File: src/rtl/spmv_row_scheduler.sv
// Row sequencer for the SpMV accelerator: walks the CSR row-pointer array, launches the
// inner-product kernel once per non-empty row and writes each row result to y memory.
module spmv_row_scheduler #(
  parameter int ROW_W  = 16,
  parameter int IDX_W  = 32,
  parameter int DATA_W = 32
) (
  input  logic              ap_clk,
  input  logic              ap_rst_n,
  input  logic              ap_start,
  output logic              ap_done,
  output logic              ap_idle,
  output logic              ap_ready,
  input  logic [ROW_W-1:0]  num_rows,
  output logic [ROW_W:0]    rp_addr,
  output logic              rp_ce,
  input  logic [IDX_W-1:0]  rp_q,
  output logic              k_start,
  input  logic              k_ready,
  input  logic              k_done,
  output logic [IDX_W-1:0]  k_begin,
  output logic [IDX_W-1:0]  k_end,
  input  logic [DATA_W-1:0] k_sum,
  output logic [ROW_W-1:0]  y_addr,
  output logic              y_ce,
  output logic              y_we,
  output logic [DATA_W-1:0] y_d,
  output logic              err_order
);

  typedef enum logic [3:0] {
    S_IDLE,
    S_RD0,
    S_W0,
    S_RDN,
    S_WN,
    S_LAUNCH,
    S_RUN,
    S_WRITE,
    S_DONE
  } state_e;

  state_e              state_q, state_d;
  logic [ROW_W-1:0]    nrows_q, nrows_d;
  logic [ROW_W-1:0]    row_q, row_d;
  logic [IDX_W-1:0]    begin_q, begin_d;
  logic [IDX_W-1:0]    end_q, end_d;
  logic [DATA_W-1:0]   ydata_q, ydata_d;
  logic                err_q, err_d;
  logic [ROW_W-1:0]    row_inc;

  assign row_inc = row_q + ROW_W'(1);

  // NOTE: sequential state uses non-blocking assignments only, so every flop samples
  // the pre-edge values of its neighbours regardless of process ordering.
  always_ff @(posedge ap_clk or negedge ap_rst_n) begin
    if (!ap_rst_n) begin
      state_q <= S_IDLE;
      nrows_q <= '0;
      row_q   <= '0;
      begin_q <= '0;
      end_q   <= '0;
      ydata_q <= '0;
      err_q   <= 1'b0;
    end else begin
      state_q <= state_d;
      nrows_q <= nrows_d;
      row_q   <= row_d;
      begin_q <= begin_d;
      end_q   <= end_d;
      ydata_q <= ydata_d;
      err_q   <= err_d;
    end
  end

  // NOTE: every signal written here gets a default first; a path that skips an
  // assignment would otherwise infer a latch.
  always_comb begin
    state_d  = state_q;
    nrows_d  = nrows_q;
    row_d    = row_q;
    begin_d  = begin_q;
    end_d    = end_q;
    ydata_d  = ydata_q;
    err_d    = err_q;
    ap_done  = 1'b0;
    ap_ready = 1'b0;
    ap_idle  = 1'b0;
    rp_ce    = 1'b0;
    rp_addr  = '0;
    k_start  = 1'b0;
    y_ce     = 1'b0;
    y_we     = 1'b0;
    y_addr   = '0;
    y_d      = '0;

    unique case (state_q)
      S_IDLE: begin
        ap_idle = 1'b1;
        if (ap_start) begin
          nrows_d = num_rows;
          row_d   = '0;
          err_d   = 1'b0;
          state_d = (num_rows == '0) ? S_DONE : S_RD0;
        end
      end
      S_RD0: begin
        rp_ce   = 1'b1;
        state_d = S_W0;
      end
      S_W0: begin
        begin_d = rp_q;
        state_d = S_RDN;
      end
      S_RDN: begin
        rp_ce   = 1'b1;
        rp_addr = {1'b0, row_q} + (ROW_W + 1)'(1);
        state_d = S_WN;
      end
      S_WN: begin
        end_d = rp_q;
        if (rp_q > begin_q) begin
          state_d = S_LAUNCH;
        end else begin
          // Empty row, or a decreasing pointer that is flagged and treated as empty.
          ydata_d = '0;
          state_d = S_WRITE;
          if (rp_q < begin_q) err_d = 1'b1;
        end
      end
      S_LAUNCH: begin
        k_start = 1'b1;
        if (k_ready) begin
          if (k_done) begin
            ydata_d = k_sum;
            state_d = S_WRITE;
          end else begin
            state_d = S_RUN;
          end
        end
      end
      S_RUN: begin
        if (k_done) begin
          ydata_d = k_sum;
          state_d = S_WRITE;
        end
      end
      S_WRITE: begin
        y_ce    = 1'b1;
        y_we    = 1'b1;
        y_addr  = row_q;
        y_d     = ydata_q;
        // rowptr[row+1] becomes the next row's begin without a second read.
        begin_d = end_q;
        row_d   = row_inc;
        state_d = (row_inc == nrows_q) ? S_DONE : S_RDN;
      end
      S_DONE: begin
        ap_done  = 1'b1;
        ap_ready = 1'b1;
        state_d  = S_IDLE;
      end
      default: state_d = S_IDLE;
    endcase
  end

  assign k_begin   = begin_q;
  assign k_end     = end_q;
  assign err_order = err_q;

endmodule

File: config.mk
export PLATFORM = sky130hd
export DESIGN_NAME = spmv_row_scheduler
export DESIGN_NICKNAME = d
export VERILOG_FILES = /design/src/rtl/spmv_row_scheduler.sv
export SDC_FILE = /design/constraint.sdc
export NUM_CORES = 1
export LEC_CHECK = 0
export CAP_MARGIN = 20
export CORE_UTILIZATION = 52
export DETAILED_ROUTE_END_ITERATION = 8
export GPL_TIMING_DRIVEN = 0
export HOLD_SLACK_MARGIN = 0.12
export PLACE_DENSITY = 0.91
export SYNTH_ARGS = -nofsm -noshare
export SYNTH_HDL_FRONTEND = slang
export SYNTH_SLANG_ARGS = --single-unit
File: constraint.sdc
create_clock -name ap_clk -period 5.8 [get_ports ap_clk]
set_input_delay 0.58 -clock ap_clk [delete_from_list [all_inputs] [get_ports ap_clk]]
set_output_delay 0.58 -clock ap_clk [all_outputs]
set_load 0.01 [all_outputs]
[Word level (Yosys, flattened, before mapping)]
Cells that the tools add are included.
Storage, ports and cells
  output and inout port bits: 137
  bits in registers: 133
  logic and storage cells: 64
  bits of input ports: 85
Cells by class
  add/subtract/negate cells: 2
  muxes and demuxes: 27
  reduce and logical (&&, ||, !) cells: 12
  magnitude comparators: 2
  eq/ne operators: 14
Operator list (count)
  32-bit 2-to-1 mux: 4
  32-bit case mux with 3 select lines: 1
  32-bit case mux with 2 select lines: 1
  32-bit > comparator: 1
  32-bit < comparator: 1
  16-bit 2-to-1 mux: 2
  16-bit case mux with 2 select lines: 1
  4-bit case mux with 8 select lines: 1
  4-bit 2-to-1 mux: 5
  16-bit by 1-bit adder with 17-bit output, second input constant: 1
  17-bit 2-to-1 mux: 1
  16-bit by 1-bit adder with 16-bit output, second input constant: 1
  16-bit equality test: 1
  4-bit by 3-bit equality test with 1-bit output, second input constant: 4
  16-bit logical NOT: 1
  2-bit != test, second input constant: 5
  1-bit 2-to-1 mux: 9
  4-bit by 2-bit equality test with 1-bit output, second input constant: 2
  3-bit AND reduction: 2
  2-bit nonzero test: 3
  4-bit by 1-bit equality test with 1-bit output, second input constant: 1
  4-bit equality test, second input constant: 1
  4-bit logical NOT: 1
  2-bit AND reduction: 2
  5 further kinds: 5

[Depth between registers and ports, before layout]
  depth after elaboration: 4
  mapped depth: 11
  gate-level depth less buffers: 9

[Worst setup path after synthesis]
Ideal clock, no wire load.
  path type: register to output
  from: reg state_q[0]
  to: out y_addr[10]
  arrival time: 1.916 ns
  cell stages (with the launch flop): 8
  path slack: 3.304 ns
  path buffers: 3
  required time: 5.220 ns
  path through: dfrtp_1 > clkbuf_1 > nand2_1 > or2_2 > inv_1 > clkbuf_1 > clkbuf_1 > and2_1
On the way
  word-level cells in the longest chain between the ends: 2
RTL lines
  from (decl): line 43  | state_e state_q, state_d;
  from (signal assigned): line 66  | state_q <= state_d;
  4-bit by 3-bit equality test with 1-bit output: line 97  | unique case (state_q)
  16-bit 2-to-1 mux: line 97
  to (decl): line 24  | output logic [ROW_W-1:0] y_addr,
No other way between the ends.

[Worst setup path in the final report]
Same ends and word-level chain as after synthesis.

==> results.md <==
- Outcome: complete, no violations
- Required time of the worst setup path: 5.22 ns
- Dpl hpwl: roughly 16000 um
- CP max FO: 11
- Post-Syn Nets: around 930
- Vias: roughly 7100
- Synth Register Bits: 133
- Leakage: 4.55 nW
- Slowest-stage cell, CP: clkdlybuf4s50_1
- Pins Over Slew Limit: 0
- Layout net count: about 1200
- CP bufs+invs: 5
- EDFF count, synth: 0
- Peak supply drop: approximately 0.00035 V
- RSZ-0062 raised after global routing: no
- Drt pass-1 iters: 5
- Slew margin rel.: between 40% and 50%
- Synthesized area per cell: 9.46 um2
- Critical path's top delay family: buffers and inverters
- Antenna-violating nets left: 0
- Core box area: 14500 um2
- GRT Util Overall: 29.9%
- Design area: between 10000 and 15000 um2
- Total Routed Length: 22200 um
- Vias in the first global route: 7018
- I/O Buffers: approximately 220
- Place WS: 2.42 ns
- Cts repair resizes: 0
- Cell count after synthesis: a little over 800
- Worst Max-Slew Pin Slew: 0.842 ns
- Vias/cell: 5.72
- GP Congestion: roughly 0.94
- Critical path origin: state_q[0]$_DFFE_PN0P_
- Max stage delay on crit path: 0.53 ns
- Share of layout cells above drive strength 1: a little over a tenth
- Hold WS: a little over 0.5 ns
- Min Tclk post-route: about 3.9 ns
- I/O Pins: about 220
- Clock Tree Root: clkbuf_16
- Nature of the critical path startpoint: flop
- Clock latency on the worst-skew pair: 0.42 ns
- Sequential element share of the synthesized area: a little over two fifths
- Largest net degree at the start of global routing: between 80 and 90
- Asr flop ratio synth: between 90% and 100%
- Worst hold path type: flop to flop
- Die ar.: between 15000 and 20000 um2
- Initial DRC Count: around 480
- First-pass GRT wire length: about 34000 um
- Distinct cells, synth: between 50 and 60
- Worst clock skew: roughly 0.011 ns
- CTS H-Tree Depth: 4
- DP Area: 10100 um2
- Final setup viols: 0
- Hold Fails Final Rpt: 0
- Starting Density: ~53%
- Critical Path Most Common Cell: clkbuf_1
- CTS buffer count: 17
- Height of the die: about 120 um
- CTS tree: built
- Clock transition at path regs: 0.06 ns
- Final worst slack: between 1.5 and 2 ns
- Initial antenna violation count: 0
- Pwr/cell area: 501 nW/um2
- CTS sink cnt: around 130
- Synth warn: 0
- Mapped Area: between 7000 and 8000 um2
- FF-to-FF Start: row_q[1]$_DFFE_PN0P_
- Die X: between 100 and 150 um
- Setup_tns: 0 ns
- Peak Freq: 259 MHz
- WL per Instance: 17.8 um
- Dominant synthesized flop cell: dfrtp_1
- Fill cells: a little over 1000
- Total congestion overflow: 0
- Post-CTS setup buffer count: 0
- Area Overhead vs Synth: 41.0%
- Row Count: 44
- CP Class: flop to output port
- Worst setup EP type: output port
- Post-route clock period utilization: approximately 67%
- Worst Hold Launch: err_order$_DFFE_PN0P_
- Crit path arrival time: approximately 3.3 ns
- Max Cap Viol: 0
- CTS Buffer Depth: 2
- Crit path cell chain: clkbuf_1, nand2_1, or2_2, inv_1, clkbuf_1, clkbuf_1, and2_1, clkdlybuf4s50_1
- Diode count: 0
- DRC: 0
-- area by class of cell --
class	instances	area, um2	area share, %
plain buffers	53	246	2.28
clock buffers	18	439	4.06
clock inverters	14	220	2.04
inverters	71	267	2.47
multi-input cells	553	3820	35.4
flip-flops and latches	133	3330	30.8
well taps	184	230	2.13
repair buffers	224	2260	20.9
-- cell usage after synthesis (all sizes together), types with 2 or more instances --
master,number,area share [%]
mux2i,66,8.6
nor4b,2,0.23
dfrtp,133,43
o21a,2,0.20
buf,22,1.7
a2111oi,2,0.23
xor2,10,1.1
a21o,4,0.39
nor2,66,3.2
nor4,13,1.1
and4,3,0.34
xnor2,12,1.4
o211ai,4,0.39
nand4,17,1.7
or4,4,0.39
nand2,87,4.3
and3b,4,0.46
and3,3,0.24
nand3,15,0.98
nor2b,3,0.24
nor3b,2,0.20
ha,33,5.4
a221oi,2,0.23
a21oi,25,1.6
a31oi,2,0.16
mux2,48,7.1
o41ai,3,0.34
clkbuf,31,1.6
o31ai,8,0.78
and2,19,1.6
or3,5,0.41
inv,71,3.5
o2111ai,2,0.23
nor3,10,0.72
nand2b,4,0.33
o21ai,62,4.0
-- per-layer routing --
metal	vias to the layer above	track usage [%]	wire, um
met3	70	7.98	1890
met5	-	0	0
met4	0	17.0	875
met2	378	48.9	10800
li1	3275	-	-
met1	3421	35.5	8620
-- power by group --
part	switching, mW	internal [mW]
Sequential	0.281	1.32
Combinational	1.36	1.24
Clock	0.428	0.779
Total	2.07	3.35
-- repair_timing --
item | 4_1_cts | 5_1_grt
endpoints found under the hold margin | 46 | 0
hold buffers | 1 | 0
endpoints found under the setup margin | 0 | 0
-- sequential cells by signal, summed over array words and instances, names as in the netlist --
signal	count
err_order	1
row_q	16
nrows_q	16
state_q	4
k_end	32
ydata_q	32
k_begin	32
-- worst paths after layout --
path,endpoint,cells past startpoint,slack [ns]
setup / recovery,y_addr[10],8,1.94
hold / removal,err_order$_DFFE_PN0P_,1,0.51
setup reg to reg,state_q[1]$_DFFE_PN0P_,8,2.69
hold reg to reg,err_order$_DFFE_PN0P_,1,0.51
max in group asynchronous,nrows_q[1]$_DFFE_PN0P_,3,4.36
min in group asynchronous,k_begin[13]$_DFFE_PN0P_,2,0.65
-- cells by family (layout without fill, tap and decap cells) --
logic type | after synthesis | in the layout | synth area share (%)
multiplexers | 114 | 114 | 15.7
buffers and inverters | 124 | 380 | 6.69
AND/OR/NAND/NOR | 261 | 261 | 16.7
adder cells (fa/ha/maj) | 33 | 33 | 5.39
AO/OA/AOI/OAI | 122 | 122 | 9.30
XOR/XNOR | 23 | 23 | 2.81
flip-flops | 133 | 133 | 43.4
-- cells in the final DEF, fill, tap and decap left out, types with 3 or more instances in the layout --
master	n
clkdlybuf4s50_1	220
o211ai_1	4
ha_1	33
xnor2_1	12
nand4_1	15
o41ai_1	3
nor3_1	9
bufinv_16	5
nor2b_1	3
o31ai_1	8
or4_1	4
nor4_1	13
clkbuf_2	3
buf_4	8
and3b_1	4
nand2b_1	4
xor2_1	10
and2_1	19
clkbuf_1	29
nand3_1	15
o21ai_0	62
inv_6	4
buf_2	12
clkbuf_16	17
dfrtp_1	133
and3_1	3
and4_1	3
nor2_1	66
mux2_2	48
mux2i_1	66
a21oi_1	25
nand2_1	87
inv_1	71
a21o_1	4
or3_1	5
-- metrics by stage --
| step | util (%) | cells | power (mW) |
|---|---|---|---|
| after global routing | 74.7 | 1250 | 5.74 |
| after global placement | 69.8 | 1215 | 4.05 |
| after CTS | 74.6 | 1249 | 5.41 |
| after detailed placement | 70.0 | 1216 | 4.16 |
| final | 74.7 | 1250 | 5.41 |
| after floorplan | - | 810 | 3.06 |
(Power assumes the default switching activity.)
